==> config.mk <==
export PLATFORM = sky130hd
export DESIGN_NAME = mod_start_sequencer_flat
export DESIGN_NICKNAME = d
export VERILOG_FILES = /design/src/rtl/mod_start_seq_pkg.sv /design/src/rtl/mod_start_sequencer_if.sv /design/src/rtl/mod_start_sequencer_lat_timer.sv /design/src/rtl/mod_start_sequencer.sv /design/src/flat_wrapper.sv
export SDC_FILE = /design/constraint.sdc
export NUM_CORES = 1
export LEC_CHECK = 0
export CAP_MARGIN = 10
export CORE_AREA = 2 2 65 67
export DETAILED_ROUTE_END_ITERATION = 8
export DIE_AREA = 0 0 67 69
export HOLD_SLACK_MARGIN = 0.02
export PLACE_DENSITY_LB_ADDON = 0.2
export REMOVE_ABC_BUFFERS = 1
export SYNTH_ARGS = -nofsm -noshare
export SYNTH_HDL_FRONTEND = slang
export SYNTH_HIERARCHICAL = 1
export SYNTH_SLANG_ARGS = --single-unit
==> constraint.sdc <==
create_clock -name i_clk -period 4.5 [get_ports i_clk]
set_input_delay 0.9 -clock i_clk [delete_from_list [all_inputs] [get_ports i_clk]]
set_output_delay 0.9 -clock i_clk [all_outputs]
set_load 0.005 [all_outputs]
==> src/rtl/mod_start_seq_pkg.sv <==
// Shared types and constants for the start sequencer slice.
package mod_start_seq_pkg;

    // Sequencer phases: accept a request, run the downstream stage,
    // present the response, then wait for done to drop.
    typedef enum logic [1:0] {
        IDLE  = 2'd0,
        ARM   = 2'd1,
        RESP  = 2'd2,
        DRAIN = 2'd3
    } seq_state_e;

    // Width of the completed-response counter.
    localparam int TXN_CNT_W = 8;

endpackage

==> src/rtl/mod_start_sequencer_if.sv <==
// Request / start-done / response bundle of the start sequencer.
// Signal names are seen from the sequencer's side (i_ = into the sequencer).
interface mod_start_sequencer_if
    import mod_start_seq_pkg::*;
#(
    parameter int TAG_W = 4,
    parameter int LAT_W = 8
) ();

    logic                 i_req_valid;
    logic                 o_req_ready;
    logic [TAG_W-1:0]     i_req_tag;

    logic                 o_start;
    logic                 i_done;

    logic                 o_rsp_valid;
    logic                 i_rsp_ready;
    logic [TAG_W-1:0]     o_rsp_tag;
    logic [LAT_W-1:0]     o_rsp_lat;
    logic                 o_rsp_timeout;

    logic [TXN_CNT_W-1:0] o_txn_cnt;

    modport slave (
        input  i_req_valid, i_req_tag, i_done, i_rsp_ready,
        output o_req_ready, o_start, o_rsp_valid, o_rsp_tag, o_rsp_lat,
               o_rsp_timeout, o_txn_cnt
    );

    modport master (
        output i_req_valid, i_req_tag, i_done, i_rsp_ready,
        input  o_req_ready, o_start, o_rsp_valid, o_rsp_tag, o_rsp_lat,
               o_rsp_timeout, o_txn_cnt
    );

endinterface

==> src/rtl/mod_start_sequencer_lat_timer.sv <==
// Latency counter for the ARM phase. Counts cycles without done; when the
// timeout is enabled it flags the last allowed cycle, otherwise it saturates.
module mod_seq_lat_timer #(
    parameter int LAT_W       = 8,
    parameter int TIMEOUT_CYC = 16,
    parameter bit TIMEOUT_EN  = 1'b0
) (
    input  logic             clk,
    input  logic             rst_n,
    input  logic             clear,
    input  logic             enable,
    output logic [LAT_W-1:0] count,
    output logic             expired
);

    localparam logic [LAT_W-1:0] CNT_MAX      = '1;
    localparam logic [LAT_W-1:0] TIMEOUT_LAST = LAT_W'(TIMEOUT_CYC - 1);

    assign expired = TIMEOUT_EN && (count == TIMEOUT_LAST);

    // Restart at zero on a new request, then count up without wrapping.
    always_ff @(posedge clk or negedge rst_n) begin
        if (!rst_n) begin
            count <= '0;
        end else if (clear) begin
            count <= '0;
        end else if (enable && !expired && (count != CNT_MAX)) begin
            count <= count + 1'b1;
        end
    end

endmodule

==> src/rtl/mod_start_sequencer.sv <==
// Start sequencer: takes one tagged request at a time, raises start to the
// downstream stage, measures how long done takes and reports tag/latency.
// Define MOD_START_SEQ_TIMEOUT_EN to abort ARM after TIMEOUT_CYC cycles.
module mod_start_sequencer
    import mod_start_seq_pkg::*;
#(
    parameter int TAG_W       = 4,
    parameter int LAT_W       = 8,
    parameter int TIMEOUT_CYC = 16
) (
    input  logic                 i_clk,
    input  logic                 i_rst_n,
    mod_start_sequencer_if.slave bus
);

    localparam logic [1:0] ST_IDLE  = IDLE;
    localparam logic [1:0] ST_ARM   = ARM;
    localparam logic [1:0] ST_RESP  = RESP;
    localparam logic [1:0] ST_DRAIN = DRAIN;

`ifdef MOD_START_SEQ_TIMEOUT_EN
    localparam bit TIMEOUT_EN = 1'b1;
`else
    localparam bit TIMEOUT_EN = 1'b0;
`endif

    logic [1:0]           state;
    logic [1:0]           state_nxt;
    logic [TAG_W-1:0]     tag_q;
    logic                 req_ready_q;
    logic                 start_q;
    logic                 rsp_valid_q;
    logic [TAG_W-1:0]     rsp_tag_q;
    logic [LAT_W-1:0]     rsp_lat_q;
    logic [TXN_CNT_W-1:0] txn_cnt_q;
    logic [LAT_W-1:0]     lat_count;
    logic                 lat_expired;
    logic                 accept;
    logic                 arm_exit;
    logic                 count_en;

    assign accept   = (state == ST_IDLE) && req_ready_q && bus.i_req_valid;
    assign arm_exit = (state == ST_ARM) && (bus.i_done || lat_expired);
    assign count_en = (state == ST_ARM) && !bus.i_done;

    mod_seq_lat_timer #(
        .LAT_W       (LAT_W),
        .TIMEOUT_CYC (TIMEOUT_CYC),
        .TIMEOUT_EN  (TIMEOUT_EN)
    ) u_lat_timer (
        .clk     (i_clk),
        .rst_n   (i_rst_n),
        .clear   (accept),
        .enable  (count_en),
        .count   (lat_count),
        .expired (lat_expired)
    );

    // Next-state selection; done beats the timeout when both happen together.
    always_comb begin
        state_nxt = state;
        case (state)
            ST_IDLE:  if (accept)           state_nxt = ST_ARM;
            ST_ARM:   if (arm_exit)         state_nxt = ST_RESP;
            ST_RESP:  if (bus.i_rsp_ready)  state_nxt = ST_DRAIN;
            ST_DRAIN: if (!bus.i_done)      state_nxt = ST_IDLE;
            default:                        state_nxt = ST_IDLE;
        endcase
    end

    // State plus registered per-state outputs, so ready stays low through reset.
    always_ff @(posedge i_clk or negedge i_rst_n) begin
        if (!i_rst_n) begin
            state       <= ST_IDLE;
            req_ready_q <= 1'b0;
            start_q     <= 1'b0;
            rsp_valid_q <= 1'b0;
        end else begin
            state       <= state_nxt;
            req_ready_q <= (state_nxt == ST_IDLE);
            start_q     <= (state_nxt == ST_ARM);
            rsp_valid_q <= (state_nxt == ST_RESP);
        end
    end

    // Request tag is parked until ARM ends so response fields never move early.
    always_ff @(posedge i_clk or negedge i_rst_n) begin
        if (!i_rst_n) begin
            tag_q     <= '0;
            rsp_tag_q <= '0;
            rsp_lat_q <= '0;
        end else begin
            if (accept) begin
                tag_q <= bus.i_req_tag;
            end
            if (arm_exit) begin
                rsp_tag_q <= tag_q;
                rsp_lat_q <= lat_count;
            end
        end
    end

    // Completed-response counter, wraps naturally at its width.
    always_ff @(posedge i_clk or negedge i_rst_n) begin
        if (!i_rst_n) begin
            txn_cnt_q <= '0;
        end else if ((state == ST_RESP) && bus.i_rsp_ready) begin
            txn_cnt_q <= txn_cnt_q + 1'b1;
        end
    end

`ifdef MOD_START_SEQ_TIMEOUT_EN
    logic rsp_timeout_q;

    // Leaving ARM without done can only mean the timer ran out.
    always_ff @(posedge i_clk or negedge i_rst_n) begin
        if (!i_rst_n) begin
            rsp_timeout_q <= 1'b0;
        end else if (arm_exit) begin
            rsp_timeout_q <= !bus.i_done;
        end
    end

    assign bus.o_rsp_timeout = rsp_timeout_q;
`else
    assign bus.o_rsp_timeout = 1'b0;
`endif

    assign bus.o_req_ready = req_ready_q;
    assign bus.o_start     = start_q;
    assign bus.o_rsp_valid = rsp_valid_q;
    assign bus.o_rsp_tag   = rsp_tag_q;
    assign bus.o_rsp_lat   = rsp_lat_q;
    assign bus.o_txn_cnt   = txn_cnt_q;

endmodule

==> src/flat_wrapper.sv <==
// flat-port wrapper written by rule: the top's interface ports become plain ports
module mod_start_sequencer_flat import mod_start_seq_pkg::*;
#(
    parameter int TAG_W       = 4,
    parameter int LAT_W       = 8,
    parameter int TIMEOUT_CYC = 16
)
  (i_clk, i_rst_n, bus_i_req_valid, bus_i_req_tag, bus_i_done, bus_i_rsp_ready, bus_o_req_ready, bus_o_start, bus_o_rsp_valid, bus_o_rsp_tag, bus_o_rsp_lat, bus_o_rsp_timeout, bus_o_txn_cnt);
  mod_start_sequencer_if #(.TAG_W(TAG_W), .LAT_W(LAT_W)) bus_i ();
  input  logic i_clk;
  input  logic i_rst_n;
  input wire logic [$bits(bus_i.i_req_valid)-1:0] bus_i_req_valid;
  input wire logic [$bits(bus_i.i_req_tag)-1:0] bus_i_req_tag;
  input wire logic [$bits(bus_i.i_done)-1:0] bus_i_done;
  input wire logic [$bits(bus_i.i_rsp_ready)-1:0] bus_i_rsp_ready;
  output wire logic [$bits(bus_i.o_req_ready)-1:0] bus_o_req_ready;
  output wire logic [$bits(bus_i.o_start)-1:0] bus_o_start;
  output wire logic [$bits(bus_i.o_rsp_valid)-1:0] bus_o_rsp_valid;
  output wire logic [$bits(bus_i.o_rsp_tag)-1:0] bus_o_rsp_tag;
  output wire logic [$bits(bus_i.o_rsp_lat)-1:0] bus_o_rsp_lat;
  output wire logic [$bits(bus_i.o_rsp_timeout)-1:0] bus_o_rsp_timeout;
  output wire logic [$bits(bus_i.o_txn_cnt)-1:0] bus_o_txn_cnt;
  assign bus_i.i_req_valid = bus_i_req_valid;
  assign bus_i.i_req_tag = bus_i_req_tag;
  assign bus_i.i_done = bus_i_done;
  assign bus_i.i_rsp_ready = bus_i_rsp_ready;
  assign bus_o_req_ready = bus_i.o_req_ready;
  assign bus_o_start = bus_i.o_start;
  assign bus_o_rsp_valid = bus_i.o_rsp_valid;
  assign bus_o_rsp_tag = bus_i.o_rsp_tag;
  assign bus_o_rsp_lat = bus_i.o_rsp_lat;
  assign bus_o_rsp_timeout = bus_i.o_rsp_timeout;
  assign bus_o_txn_cnt = bus_i.o_txn_cnt;
  mod_start_sequencer #(.TAG_W(TAG_W), .LAT_W(LAT_W), .TIMEOUT_CYC(TIMEOUT_CYC)) u_core (.i_clk(i_clk), .i_rst_n(i_rst_n), .bus(bus_i));
endmodule
# --- After elaboration in Yosys (flattened, before gate mapping) ---
# Cells that the tools add are included.
# Widths: inputs -> output; s select.
totals:
  out_inout_bits: 24
  regBits: 37
classes:
  mux: 7
  n_eq_ne: 6
  add_sub_neg: 2
  reduce_logical: 10
op_table:
  columns: ["operator", "count"]
  rows:
  - ["$add 8x1->8 const B", 2]
  - ["$mux 8", 2]
  - ["$mux 2", 4]
  - ["$ne 8x8->1 const B", 1]
  - ["$pmux 2 s4", 1]
  - ["$eq 2x2->1 const B", 3]
  - ["$logic_and 1x1->1", 6]
  - ["$eq 2x1->1 const B", 2]
  - ["$logic_not 2->1", 2]
  - ["$reduce_bool 2->1", 1]
  - ["$logic_not 1->1", 1]

# --- Longest topological paths before layout ---
logic_depth:
  ltp_word: 6
  ltp_mapped: 6

# --- By module ---
# The synthesis kept the hierarchy.
modules_own_cells:
  columns: ["module", "cells_per_inst", "area_per_inst_um2", "seq_area_each_um2", "instances"]
  rows:
  - ["mod_start_sequencer", 90, 1276.2, 725.7, 1]
  - ["mod_seq_lat_timer", 51, 475.5, 200.2, 1]

# --- Least setup slack after synthesis ---
# Ideal clock, no wire load.
synth_timing:
  kind: "input to register"
  startpoint: "in bus_i_req_valid"
  endpoint: "reg u_core.u_lat_timer.count[0]"
  slack_ns: 2.559
  arrival_time_ns: 1.816
  n_path_buf: 2
  stages: 5
  path_cell_list: "nor4bb_4 -> buf_6 -> clkbuf_1 -> nor2_1 -> mux2_2"
synth_between:
  elab_chain_len: 2
synth_lines:
  columns: ["item", "line_no", "rtl"]
  rows:
  - ["start, declared", "flat_wrapper.sv:12", "input wire logic [$bits(bus_i.i_req_valid)-1:0] bus_i_req_valid;"]
  - ["$logic_and 1x1->1 (*)", "mod_start_sequencer.sv:42", "assign accept = (state == ST_IDLE) && req_ready_q && bus.i_req_valid;"]
  - ["via u_core.accept", "mod_start_sequencer.sv:38", "logic accept;"]
  - ["$mux 8 / $reduce_bool 2->1 (equally long branches)", null, null]
  - ["end signal, assigned", "mod_start_sequencer_lat_timer.sv:28", "count <= count + 1'b1;"]
  - ["end, declared", "mod_start_sequencer_lat_timer.sv:12", "output logic [LAT_W-1:0] count,"]
# The timed path passes the listed nets; every way through them passes the cells marked *.
# A chain may end at the register's enable or synchronous reset.

# --- Final worst setup path ---
layout_timing:
  startpoint: "in bus_i_done"
  endpoint: "reg u_core.u_lat_timer.count[5]"
layout_between:
  elab_chain_len: 4
layout_lines:
  columns: ["item", "line_no", "rtl"]
  rows:
  - ["start, declared", "flat_wrapper.sv:14", "input wire logic [$bits(bus_i.i_done)-1:0] bus_i_done;"]
  - ["$logic_not 1->1", "mod_start_sequencer.sv:44", "assign count_en = (state == ST_ARM) && !bus.i_done;"]
  - ["$logic_and 1x1->1", "mod_start_sequencer.sv:44", null]
  - ["via u_core.count_en", "mod_start_sequencer.sv:40", "logic count_en;"]
  - ["$logic_and 1x1->1", "mod_start_sequencer_lat_timer.sv:27", "end else if (enable && !expired && (count != CNT_MAX)) begin"]
  - ["$reduce_bool 2->1 (no source line)", null, null]
# The timed path passes the listed nets, and every way through them passes these cells.

==> impl_metrics.ini <==
[clocking]
insertion_delay_ns = 0.28
cts.repair.resized = 0
clk_pin_slew_worst_paths_ns = 0.07
hold_buffers = 0
cts_setup_buffers = 0
cts.sinks = 37
cts_max_level = 2
clockBufferDepth = 2
cts_tree = built
cts-root-buf = clkbuf_8
numCtsBuffers = 5

[synth]
synth_area_leaders = dfrtp_1 53%, mux2_1 7.1%, mux2_4 3.4%, mux2_2 3.2%, xor2_1 2.0%
synth_area_per_cell_um2 = 12.4
synth_area_leader_cell = dfrtp_1
syn_inst = 141
synth_top_cells_by_count = 37 x dfrtp_1, 11 x mux2_1, 7 x nor2_1
async_reset_ff_share_pct = 100
ys.flop_type = dfrtp_1
synth_most_common_cell = dfrtp_1
yosys_warnings = 6
synth_edf_count = 0
synth.yosys.seq_area_share_pct = 52.9
ys_ff_latch = 37
synth_area_um2 = 1750
synth_top_area_share_pct = 52.9
ys_types = 47

[finish]
drive_gt1_share_pct = 14.5
register_area_um2 = 926
multi_input_area_um2 = 757
nFillCells = 357
antennaDiodeCount = 0
instances_no_fill = 223
area_delta_synth_final_pct = 24.9
fin_util_pct = 55.9
final_net_count = 183
finalInstanceArea_um2 = 2190

[global_route]
grt_pass1_vias = 1114
overflow = 0
groute.usage.overall_pct = 15.2
antenna_found_initial = 0
grt_pass1_wl_um = 5330
grt_start_max_net_pins = 38

[drt]
drt-met1-wl_um = 1400
drc = 0
routed_via_density = 5.09
ant_nets = 0
route.met2.wl_um = 1580
top_layer = met4
drt_iter0_markers = 60
met3_length_um = 145
wl_per_cell_um = 14.2
drt-total-wl_um = 3160
vias = 1134
first_pass_iters = 4

[critical_path]
slowest_delay_ns = 0.48
crit_slowest_cell = clkdlybuf4s50_1
setup.worst_path.start_class = primary input
worst-path-max-fanout = 9
end_kind = register
cp.buffers_inverters = 1
path_delay_family = simple AND/OR/NAND/NOR gates
crit_chain = clkdlybuf4s50_1, nor2_1, nand3_1, a2111oi_0, nor3b_1
critPathKind = in2reg
required_ns = 4.62
crit_arrival_ns = 2.59

[timing]
grt_setup_unrepaired = no
setup_viol = 0
slew_headroom_pct = 30.1
final_hold_viol_count = 0
slew_viol_final = 0
skew_ns = 0.00319
clock.fmax_mhz = 405
layout_min_cycle_time_ns = 2.47
whs_ns = 0.466
period_share_pct = 54.9
tightest_slew_ns = 1.05
tns_ns = 0
setup_ws_ns = 2.03

[placed_design]
dpl_cell_area_um2 = 2070
io_buffers = 31
dp_hpwl_um = 2180
gp_congestion = 0.706
pre_cts_ws_ns = 1.77
dp_cells = 215

[power]
power_density_nw_per_um2 = 585
leakagePower_nw = 0.980
total_power_mw = 1.28
ir_worst_vdd_v = 0.000321

[die]
rows = 23
io_pins = 33
core_um2 = 3910
start_util_pct = 44.8
die_x_um = 67
chipHeight_um = 69
dieArea_um2 = 4620

[run_status]
outcome = finished, final reports clean

[job]
maxCapViolations = 0

[min_path]
min_path_type = reg2reg
final timing paths:
kind	slack, ns	depth (start not counted)	from	to
worst max-delay path	2.03	5	bus_i_done	u_core/u_lat_timer/count[5]
worst min-delay path	0.47	1	u_core/bus.o_txn_cnt[7]	u_core/bus.o_txn_cnt[7]
worst max register to register	2.35	5	u_core/state[1]	u_core/u_lat_timer/count[5]
worst min register to register	0.47	1	u_core/bus.o_txn_cnt[7]	u_core/bus.o_txn_cnt[7]
max in group asynchronous	3.14	2	i_rst_n	u_core/tag_q[2]
min in group asynchronous	1.03	2	i_rst_n	u_core/state[1]
flip-flops by register name, summed over array words and instances, names as in the netlist:
signal	flops
u_core/bus.o_txn_cnt	8
u_core/u_lat_timer/count	8
u_core/bus.o_rsp_valid	1
u_core/bus.o_req_ready	1
u_core/bus.o_rsp_lat	8
u_core/state	2
u_core/bus.o_start	1
u_core/bus.o_rsp_tag	4
u_core/tag_q	4
logic make-up after synthesis:
kind of cell | Yosys count | share of synthesized area, %
xor gates and xnor gates | 7 | 3.50
and+or+nand+nor | 49 | 18.9
muxes | 21 | 14.3
buffers and inverters | 10 | 3.93
other | 2 | 0.429
AOI/OAI and AO/OA | 13 | 4.72
DFF | 37 | 52.9
adders and majority gates | 2 | 1.43
power breakdown:
part	total (mW)	internal [mW]	leakage, nW	switching, mW
combinational	0.425	0.272	0.442	0.153
sequential	0.563	0.447	0.480	0.116
clock	0.291	0.181	0.0585	0.111
total	1.28	0.900	0.980	0.380
routing by layer:
| layer | vias to the layer above | global-route usage [%] |
|---|---|---|
| li1 | 551 | - |
| met1 | 550 | 19.3 |
| met2 | 29 | 24.1 |
| met3 | 4 | 5.06 |
| met4 | 0 | 5.44 |
| met5 | - | 0 |
cell type report:
type                            count  area share, %
Clock buffer                        7           3.95
Multi-Input combinational cell     94           34.6
Timing Repair Buffer               32           14.5
Tap cell                           50           2.86
Sequential cell                    37           42.3
Clock inverter                      1           1.37
Inverter                            2          0.343
cells in the final DEF, fill, tap and decap left out, drive strengths merged, types with 2 or more instances in the layout:
cell type / instances
nand2b: 4
ha: 2
nor3: 6
conb: 2
and4: 2
nand2: 5
dfrtp: 37
xnor2: 3
nor2: 8
nand4: 2
nor2b: 4
clkdlybuf4s50: 31
mux2: 20
and3: 2
nand3: 5
a21oi: 4
o21ai: 2
inv: 2
clkbuf: 7
xor2: 4
Power figures use the tool's default switching activity.
